$ cat src/rtl/mult_fu_if.sv
// Issue, result and control bundle between issue logic / CDB and the multiply unit.
// The unit itself connects through the slave modport.
interface mult_fu_if #(
    parameter int XLEN  = 32,
    parameter int TAG_W = 5
);
    logic             issue_valid;
    logic             issue_ready;
    logic [XLEN-1:0]  opa;
    logic [XLEN-1:0]  opb;
    logic [1:0]       func;
    logic [TAG_W-1:0] rob_tag_in;
    logic             squash;
    logic             ack;
    logic             done;
    logic [XLEN-1:0]  result;
    logic [TAG_W-1:0] rob_tag_out;

    modport master (
        output issue_valid, opa, opb, func, rob_tag_in, squash, ack,
        input  issue_ready, done, result, rob_tag_out
    );

    modport slave (
        input  issue_valid, opa, opb, func, rob_tag_in, squash, ack,
        output issue_ready, done, result, rob_tag_out
    );
endinterface

$ cat src/rtl/mult_fu.sv
// Pipelined RV32M multiply unit: STAGES chunked partial-product stages feeding an
// OUT_DEPTH result FIFO whose head is offered to the CDB with a done/ack handshake.
module mult_fu #(
    parameter int XLEN      = 32,
    parameter int STAGES    = 4,
    parameter int TAG_W     = 5,
    parameter int OUT_DEPTH = 2
) (
    input  logic     clock,
    input  logic     reset_n,
    mult_fu_if.slave bus
);
    localparam int PW    = 2 * XLEN;
    localparam int CHUNK = PW / STAGES;
    localparam int PTR_W = (OUT_DEPTH > 1) ? $clog2(OUT_DEPTH) : 1;
    localparam int CNT_W = $clog2(OUT_DEPTH + 1);

    localparam logic [1:0] FUNC_MUL    = 2'b00;
    localparam logic [1:0] FUNC_MULH   = 2'b01;
    localparam logic [1:0] FUNC_MULHSU = 2'b10;

    logic          a_signed;
    logic          b_signed;
    logic [PW-1:0] opa_ext;
    logic [PW-1:0] opb_ext;

    assign a_signed = (bus.func == FUNC_MULH) || (bus.func == FUNC_MULHSU);
    assign b_signed = (bus.func == FUNC_MULH);
    assign opa_ext  = {{XLEN{a_signed & bus.opa[XLEN-1]}}, bus.opa};
    assign opb_ext  = {{XLEN{b_signed & bus.opb[XLEN-1]}}, bus.opb};

    // Stage s holds the state after s+1 chunk steps have been applied.
    logic             valid_reg  [STAGES];
    logic [TAG_W-1:0] tag_reg    [STAGES];
    logic [1:0]       func_reg   [STAGES];
    logic [PW-1:0]    prod_reg   [STAGES];
    logic [PW-1:0]    mcand_reg  [STAGES];
    logic [PW-1:0]    mplier_reg [STAGES];

    logic [PW-1:0]    prod_next   [STAGES];
    logic [PW-1:0]    mcand_next  [STAGES];
    logic [PW-1:0]    mplier_next [STAGES];

    genvar gi;
    generate
        for (gi = 0; gi < STAGES; gi++) begin : g_step
            logic [PW-1:0] prod_in;
            logic [PW-1:0] mcand_in;
            logic [PW-1:0] mplier_in;

            if (gi == 0) begin : g_first
                assign prod_in   = '0;
                assign mcand_in  = opa_ext;
                assign mplier_in = opb_ext;
            end else begin : g_rest
                assign prod_in   = prod_reg[gi-1];
                assign mcand_in  = mcand_reg[gi-1];
                assign mplier_in = mplier_reg[gi-1];
            end

            assign prod_next[gi]   = prod_in + mcand_in * PW'(mplier_in[CHUNK-1:0]);
            assign mcand_next[gi]  = mcand_in << CHUNK;
            assign mplier_next[gi] = mplier_in >> CHUNK;
        end
    endgenerate

    logic [XLEN-1:0]  q_result_reg [OUT_DEPTH];
    logic [TAG_W-1:0] q_tag_reg    [OUT_DEPTH];
    logic [PTR_W-1:0] rd_ptr_reg;
    logic [PTR_W-1:0] wr_ptr_reg;
    logic [CNT_W-1:0] count_reg;

    logic            last_valid;
    logic            q_full;
    logic            q_empty;
    logic            adv;
    logic            push;
    logic            pop;
    logic [XLEN-1:0] push_result;

    assign last_valid = valid_reg[STAGES-1];
    assign q_full     = (count_reg == CNT_W'(OUT_DEPTH));
    assign q_empty    = (count_reg == '0);
    // A blocked last stage only stalls when the head is not leaving this cycle.
    assign adv        = ~(last_valid & q_full & ~bus.ack);
    assign push       = last_valid & adv;
    assign pop        = bus.ack & ~q_empty;

    assign push_result = (func_reg[STAGES-1] == FUNC_MUL) ? prod_reg[STAGES-1][XLEN-1:0]
                                                          : prod_reg[STAGES-1][PW-1:XLEN];

    assign bus.issue_ready = adv;
    assign bus.done        = ~q_empty;
    assign bus.result      = q_empty ? '0 : q_result_reg[rd_ptr_reg];
    assign bus.rob_tag_out = q_empty ? '0 : q_tag_reg[rd_ptr_reg];

    function automatic logic [PTR_W-1:0] ptr_inc(input logic [PTR_W-1:0] p);
        return (p == PTR_W'(OUT_DEPTH - 1)) ? '0 : p + 1'b1;
    endfunction

    always_ff @(posedge clock) begin
        if (!reset_n) begin
            for (int s = 0; s < STAGES; s++) begin
                valid_reg[s]  <= 1'b0;
                tag_reg[s]    <= '0;
                func_reg[s]   <= '0;
                prod_reg[s]   <= '0;
                mcand_reg[s]  <= '0;
                mplier_reg[s] <= '0;
            end
        end else if (bus.squash) begin
            for (int s = 0; s < STAGES; s++) begin
                valid_reg[s] <= 1'b0;
            end
        end else if (adv) begin
            valid_reg[0] <= bus.issue_valid;
            tag_reg[0]   <= bus.rob_tag_in;
            func_reg[0]  <= bus.func;
            for (int s = 1; s < STAGES; s++) begin
                valid_reg[s] <= valid_reg[s-1];
                tag_reg[s]   <= tag_reg[s-1];
                func_reg[s]  <= func_reg[s-1];
            end
            for (int s = 0; s < STAGES; s++) begin
                prod_reg[s]   <= prod_next[s];
                mcand_reg[s]  <= mcand_next[s];
                mplier_reg[s] <= mplier_next[s];
            end
        end
    end

    always_ff @(posedge clock) begin
        if (!reset_n) begin
            for (int e = 0; e < OUT_DEPTH; e++) begin
                q_result_reg[e] <= '0;
                q_tag_reg[e]    <= '0;
            end
            rd_ptr_reg <= '0;
            wr_ptr_reg <= '0;
            count_reg  <= '0;
        end else if (bus.squash) begin
            rd_ptr_reg <= '0;
            wr_ptr_reg <= '0;
            count_reg  <= '0;
        end else begin
            if (push) begin
                q_result_reg[wr_ptr_reg] <= push_result;
                q_tag_reg[wr_ptr_reg]    <= tag_reg[STAGES-1];
                wr_ptr_reg               <= ptr_inc(wr_ptr_reg);
            end
            if (pop) begin
                rd_ptr_reg <= ptr_inc(rd_ptr_reg);
            end
            count_reg <= count_reg + CNT_W'(push) - CNT_W'(pop);
        end
    end
endmodule

$ cat src/flat_wrapper.sv
// flat-port wrapper written by rule: the top's interface ports become plain ports
module mult_fu_flat 
#(
    parameter int XLEN      = 32,
    parameter int STAGES    = 4,
    parameter int TAG_W     = 5,
    parameter int OUT_DEPTH = 2
)
  (clock, reset_n, bus_issue_valid, bus_opa, bus_opb, bus_func, bus_rob_tag_in, bus_squash, bus_ack, bus_issue_ready, bus_done, bus_result, bus_rob_tag_out);
  mult_fu_if #(.XLEN(XLEN), .TAG_W(TAG_W)) bus_i ();
  input  logic clock;
  input  logic reset_n;
  input wire logic [$bits(bus_i.issue_valid)-1:0] bus_issue_valid;
  input wire logic [$bits(bus_i.opa)-1:0] bus_opa;
  input wire logic [$bits(bus_i.opb)-1:0] bus_opb;
  input wire logic [$bits(bus_i.func)-1:0] bus_func;
  input wire logic [$bits(bus_i.rob_tag_in)-1:0] bus_rob_tag_in;
  input wire logic [$bits(bus_i.squash)-1:0] bus_squash;
  input wire logic [$bits(bus_i.ack)-1:0] bus_ack;
  output wire logic [$bits(bus_i.issue_ready)-1:0] bus_issue_ready;
  output wire logic [$bits(bus_i.done)-1:0] bus_done;
  output wire logic [$bits(bus_i.result)-1:0] bus_result;
  output wire logic [$bits(bus_i.rob_tag_out)-1:0] bus_rob_tag_out;
  assign bus_i.issue_valid = bus_issue_valid;
  assign bus_i.opa = bus_opa;
  assign bus_i.opb = bus_opb;
  assign bus_i.func = bus_func;
  assign bus_i.rob_tag_in = bus_rob_tag_in;
  assign bus_i.squash = bus_squash;
  assign bus_i.ack = bus_ack;
  assign bus_issue_ready = bus_i.issue_ready;
  assign bus_done = bus_i.done;
  assign bus_result = bus_i.result;
  assign bus_rob_tag_out = bus_i.rob_tag_out;
  mult_fu #(.XLEN(XLEN), .STAGES(STAGES), .TAG_W(TAG_W), .OUT_DEPTH(OUT_DEPTH)) u_core (.clock(clock), .reset_n(reset_n), .bus(bus_i));
endmodule
$ cat config.mk
export PLATFORM = sky130hd
export DESIGN_NAME = mult_fu_flat
export DESIGN_NICKNAME = d
export VERILOG_FILES = /design/src/rtl/mult_fu_if.sv /design/src/rtl/mult_fu.sv /design/src/flat_wrapper.sv
export SDC_FILE = /design/constraint.sdc
export NUM_CORES = 2
export LEC_CHECK = 0
export BUFFER_PORTS_ARGS = -buffer_cell sky130_fd_sc_hd__buf_2
export CAP_MARGIN = 0
export CORE_AREA = 3 3 437 439
export CTS_CLUSTER_DIAMETER = 200
export DETAILED_ROUTE_END_ITERATION = 8
export DIE_AREA = 0 0 440 442
export PLACE_DENSITY = 0.45
export RECOVER_POWER = 50
export SLEW_MARGIN = 0
export SYNTH_ARGS = -nofsm -noshare
export SYNTH_HDL_FRONTEND = slang
export SYNTH_SLANG_ARGS = --single-unit
$ cat constraint.sdc
create_clock -name clock -period 40.3 [get_ports clock]
set_input_delay 8.06 -clock clock [delete_from_list [all_inputs] [get_ports clock]]
set_output_delay 8.06 -clock clock [all_outputs]
set_load 0.05 [all_outputs]
Yosys cells after proc, flatten, opt, wreduce, memory -nomap -nowiden
Memories as Yosys holds them, arrays and structs flattened. A register that Yosys moved wholly into a read port is not among the register bits.
Cells that the tools add are included.
- shift operators: 0
- mux-type cells: 55
- multiply operators: 4
- eq/ne operators: 3
- bitwise logic cells: 38
- order comparisons: 0
- div/mod/pow operators: 0
- $add $sub $neg: 7
- reduce and logical (&&, ||, !) cells: 6
- operators with widths (cell ; count):
    two-way mux 48 bit ; 8
    two-way mux 64 bit ; 4
    adder 64 bit ; 3
    multiplier 64 x 16 -> 64 bit ; 3
    two-way mux 32 bit ; 3
    multiplier 33 x 17 -> 50 bit ; 1
    OR reduction 32 bit ; 1
    two-way mux 1 bit ; 30
    two-way mux 5 bit ; 6
    bitwise OR 1 bit ; 28
    two-way mux 2 bit ; 4
    bitwise AND 1 bit ; 6
    OR reduction 5 bit ; 1
    equality test 2 bit, second input constant ; 2
    zero test 2 bit ; 2
    inverter 1 bit ; 4
    adder 1 bit, second input constant ; 2
    adder 2 x 1 -> 2 bit ; 1
    equality test 2 x 1 -> 1 bit, second input constant ; 1
    OR reduction 2 bit ; 1
    subtractor 2 x 1 -> 2 bit ; 1
    logical OR 1 bit ; 1
- memories: 8
- latch bits: 0
- register bits after elaboration: 4
- input bits: 76
- bits in writable memories: 746
- memory bits (read-only): 0
- memory list (memory ; depth ; width ; rd ports ; clocked after Yosys merged registers in ; wr ports ; line ; RTL):
    u_core.prod_reg ; 4 ; 64 ; 4 ; 0 ; 4 ; mult_fu.sv:36 ; logic [PW-1:0] prod_reg [STAGES];
    u_core.mcand_reg ; 4 ; 48 ; 3 ; 0 ; 4 ; mult_fu.sv:37 ; logic [PW-1:0] mcand_reg [STAGES];
    u_core.mplier_reg ; 4 ; 48 ; 3 ; 0 ; 4 ; mult_fu.sv:38 ; logic [PW-1:0] mplier_reg [STAGES];
    u_core.q_result_reg ; 2 ; 32 ; 1 ; 1 ; 2 ; mult_fu.sv:67 ; logic [XLEN-1:0] q_result_reg [OUT_DEPTH];
    u_core.tag_reg ; 4 ; 5 ; 4 ; 0 ; 4 ; mult_fu.sv:34 ; logic [TAG_W-1:0] tag_reg [STAGES];
    u_core.q_tag_reg ; 2 ; 5 ; 1 ; 1 ; 2 ; mult_fu.sv:68 ; logic [TAG_W-1:0] q_tag_reg [OUT_DEPTH];
    2 more memories ; -- ; -- ; -- ; -- ; -- ; -- ;

Longest topological paths before layout
- depth in word-level cells: 11
- gate-level depth with buffers: 27
- gate-level depth less buffers: 26

Least setup slack after synthesis
No wires, ideal clock.
- kind: in2reg
- from: input bus_ack
- to: memory u_core.func_reg[0][0] (enable)
- data required time: 38.685 ns
- path buffers: 1
- data arrival time: 34.245 ns
- setup slack: 4.440 ns
- stages on the path: 4
- cell sequence: inv_1 > and4_1 > clkbuf_1 > o21ai_0
- RTL lines (item ; line ; RTL):
    start, declared ; flat_wrapper.sv:19 ; input wire logic [$bits(bus_i.ack)-1:0] bus_ack;
    end, declared ; mult_fu.sv:35 ; logic [1:0] func_reg [STAGES];

==> implementation parameters <==
Parameter                              Value

Global route
  Global Route met1 Usage    24.86%
  First-pass GRT wire length    262.5 mm
  Pin count of the biggest net entering global routing    229
  GRT Resource Usage Total    17.16%
  Number of antenna violations at the first check in global routing    9
  Global route total overflow    0
  Highest-utilization routing layer at the global route stage    met2
  Via count of the first global-routing pass    45690
  GRT met3 Usage    1.795%
  Met2 track demand over resource    27.97%

Setup path
  Startpoint of the worst register-to-register path    u_core.count_reg[0]
  Crit path from    bus_ack
  CP Data Arrival Time    19.58 ns
  Largest stage delay, worst path    5.68 ns
  End point of the critical path    u_core.mplier_reg[0][9]
  Library cell contributing the largest single delay on the critical path    clkbuf_1
  Required time at the endpoint of the critical path    40.56 ns
  Worst-path cell chain    buf_2 -> inv_1 -> and4_1 -> clkbuf_1 -> o21ai_0 -> clkbuf_1 -> buf_4 -> buf_4
  Launching element type of the critical path    input port
  Highest fanout seen on the critical path    152
  Worst-case register-to-register setup slack    28.09 ns
  Worst Setup End Kind    flip-flop
  Number of cells on the worst reg-to-reg path    7
  Capture point of the worst reg-to-reg path    u_core.mplier_reg[0][9]
  Setup CP Type    input port to flip-flop

Run status
  Failing checks    max-capacitance violations, max-slew violations
  Outcome    finished with violations

CTS
  H-tree depth    2
  Worst-case clock buffer depth    3
  Post-CTS Setup Repair Bufs    0
  Clock transition at path regs    0.06 ns
  Worst-Skew Late Latency    0.65 ns
  Quantity of hold-fixing buffers added after cts    0
  Count of clock tree sinks    453
  Count of cells resized by post-cts repair    0
  Clock buffer count from CTS    53
  Clock tree from TritonCTS    built
  Cell chosen for the clock root    clkbuf_16

Floorplanning
  Total I/O pin count    115
  Area of the core    187600 um2
  Initial Util    34.87%
  Overall die width    440 um
  Number of placement rows    159
  Height of the die    442 um
  Die Outline Area    194500 um2

Route
  Starting DRT DRC Count    1692
  Wire length after detailed routing    162.2 mm
  Final routed wire length divided by cell count    17.88 um
  Post-detailed-route via-to-cell ratio    4.525
  Number of iterations in the first detailed-routing pass    5
  Antenna violation net count after detailed routing    0
  Number of vias after detailed routing    41030
  Residual DRC count    0

Worst hold path
  Number of cells traversed by the worst hold path    2
  Class of the tightest hold or removal check    flip-flop to flip-flop

Job
  Number of violations of the max-capacitance limit    9

Synthesis
  Share of flip-flops with an asynchronous set or reset after synthesis    0%
  Area fraction of the dominant cell type after synthesis    41.17%
  Warnings from Yosys    0
  Total of flip-flops plus latches after synthesis    453
  Commonest cells in the synthesized netlist    1745 x inv_1, 1345 x fa_1, 786 x nand2_1
  Portion of the post-synthesis area used by sequential elements    20.71%
  Number of flops mapped to enable cells by yosys    447
  Number of library cell types mapped by synthesis    74
  Post-synthesis area per instance    9.981 um2
  Most area-consuming cells after synthesis    fa_1 41%, edfxtp_1 21%, inv_1 10%, and2_1 6.3%, ha_1 6.0%
  Flip-flop cell with the highest count after synthesis    edfxtp_1
  Most frequent cell after synthesis    inv_1
  Cell area after synthesis    65410 um2
  Gate count after technology mapping    6553
  Synth Net Count    8288
  Post-synthesis cell type with the largest combined area    fa_1

Placed design
  Number of buffers inserted by port buffering    114
  GP Congestion    0.8452
  Detailed-placement wirelength estimate    129.9 mm

Cells and area
  Number of flip-flops in the largest register    242
  Fill cell count    18970
  Sequential cell area    13540 um2
  Area of the multi-input gates    44410 um2
  Number of nets in the final layout    8261
  Layout overhead on the synthesized area    7.602%
  Share of cells above drive strength 1    3.896%

STA
  Setup total negative slack    0 ns
  Final critical delay including setup and external delays    19.32 ns
  Setup violators final    0
  Transition time at the pin with the least slew margin    8.190 ns
  Max-slew headroom    -446.0%
  Ratio of final minimum period to clock period    47.94%
  Setup repair after global routing missed its margin    false
  F_max    51.76 MHz
  Final Slew Violations    607
  Hold Violations, Final    0
  Worst-case clock skew    0.04408 ns
## layer usage
metal,up-vias,routed length (um)
met5,-,0
met4,0,3059
met3,137,6093
met2,629,74850
met1,21060,78190
li1,19210,-
## metrics by stage
stage	hold WS, ns	cell area [um2]	instances	util (%)	worst slack (ns)
after global routing	0.4761	70370	9065	37.51	19.39
after floorplan	0.4273	65410	6553	-	4.440
final	0.4569	70380	9069	37.52	20.98
after global placement	0.4356	68600	8966	36.56	23.02
after detailed placement	0.4450	68600	8966	36.56	23.05
after CTS	0.4566	70450	9065	37.55	23.03
## area by class of cell
cell class | instances | area share [%]
Antenna cell | 4 | 0.01422
Tap cell | 2495 | 4.436
Timing Repair Buffer | 160 | 1.257
Multi-Input combinational cell | 4113 | 63.10
Clock buffer | 64 | 1.943
Clock inverter | 35 | 0.6951
Inverter | 1745 | 9.307
Sequential cell | 453 | 19.24
## cell usage in the layout (no fill, tap or decap), types with 10 or more instances in the layout
| master | count |
|---|---|
| a211oi_1 | 17 |
| a21o_1 | 66 |
| a21oi_1 | 102 |
| a31oi_1 | 16 |
| and2_0 | 80 |
| and2_1 | 575 |
| and3_1 | 22 |
| buf_2 | 113 |
| buf_4 | 38 |
| clkbuf_1 | 20 |
| clkbuf_16 | 53 |
| edfxtp_1 | 447 |
| fa_1 | 1345 |
| ha_1 | 314 |
| inv_1 | 1745 |
| mux2i_1 | 79 |
| nand2_1 | 786 |
| nand2b_1 | 19 |
| nand3_1 | 16 |
| nand4_1 | 11 |
| nor2_1 | 263 |
| nor2b_1 | 12 |
| nor3_1 | 23 |
| o211ai_1 | 10 |
| o21a_1 | 13 |
| o21ai_0 | 63 |
| o21bai_1 | 15 |
| or3_1 | 12 |
| xnor2_1 | 97 |
| xor2_1 | 60 |
## worst min-delay path by stage
stage,start,endpoint
after floorplan,u_core.valid_reg[2],u_core.valid_reg[2]
after global placement,u_core.valid_reg[2],u_core.valid_reg[2]
after detailed placement,u_core.valid_reg[2],u_core.valid_reg[2]
after CTS,u_core.valid_reg[2],u_core.valid_reg[2]
after global routing,u_core.valid_reg[2],u_core.valid_reg[2]
final,u_core.valid_reg[2],u_core.valid_reg[2]
## worst max-delay path: cells and delay by family
kind / cells / cell delay (ns)
buffers and inverters: 6 / 8.45
AO/OA/AOI/OAI: 1 / 2.62
AND/OR/NAND/NOR: 1 / 0.18
## cell families (layout without fill, tap and decap cells)
group / count (synthesis) / in the layout / share of synthesized area, %
simple gates: 1849 / 1849 / 13.66
other cells: 0 / 4 / 0
fa+ha+maj: 1659 / 1659 / 47.17
mux: 79 / 79 / 1.209
buf+inv: 1987 / 2004 / 11.42
xor+xnor: 157 / 157 / 2.102
compound gates: 369 / 369 / 3.734
flops: 453 / 453 / 20.71
Power is not shown: default switching activity piles up to over one toggle a cycle in this logic, so the estimate is an artifact.
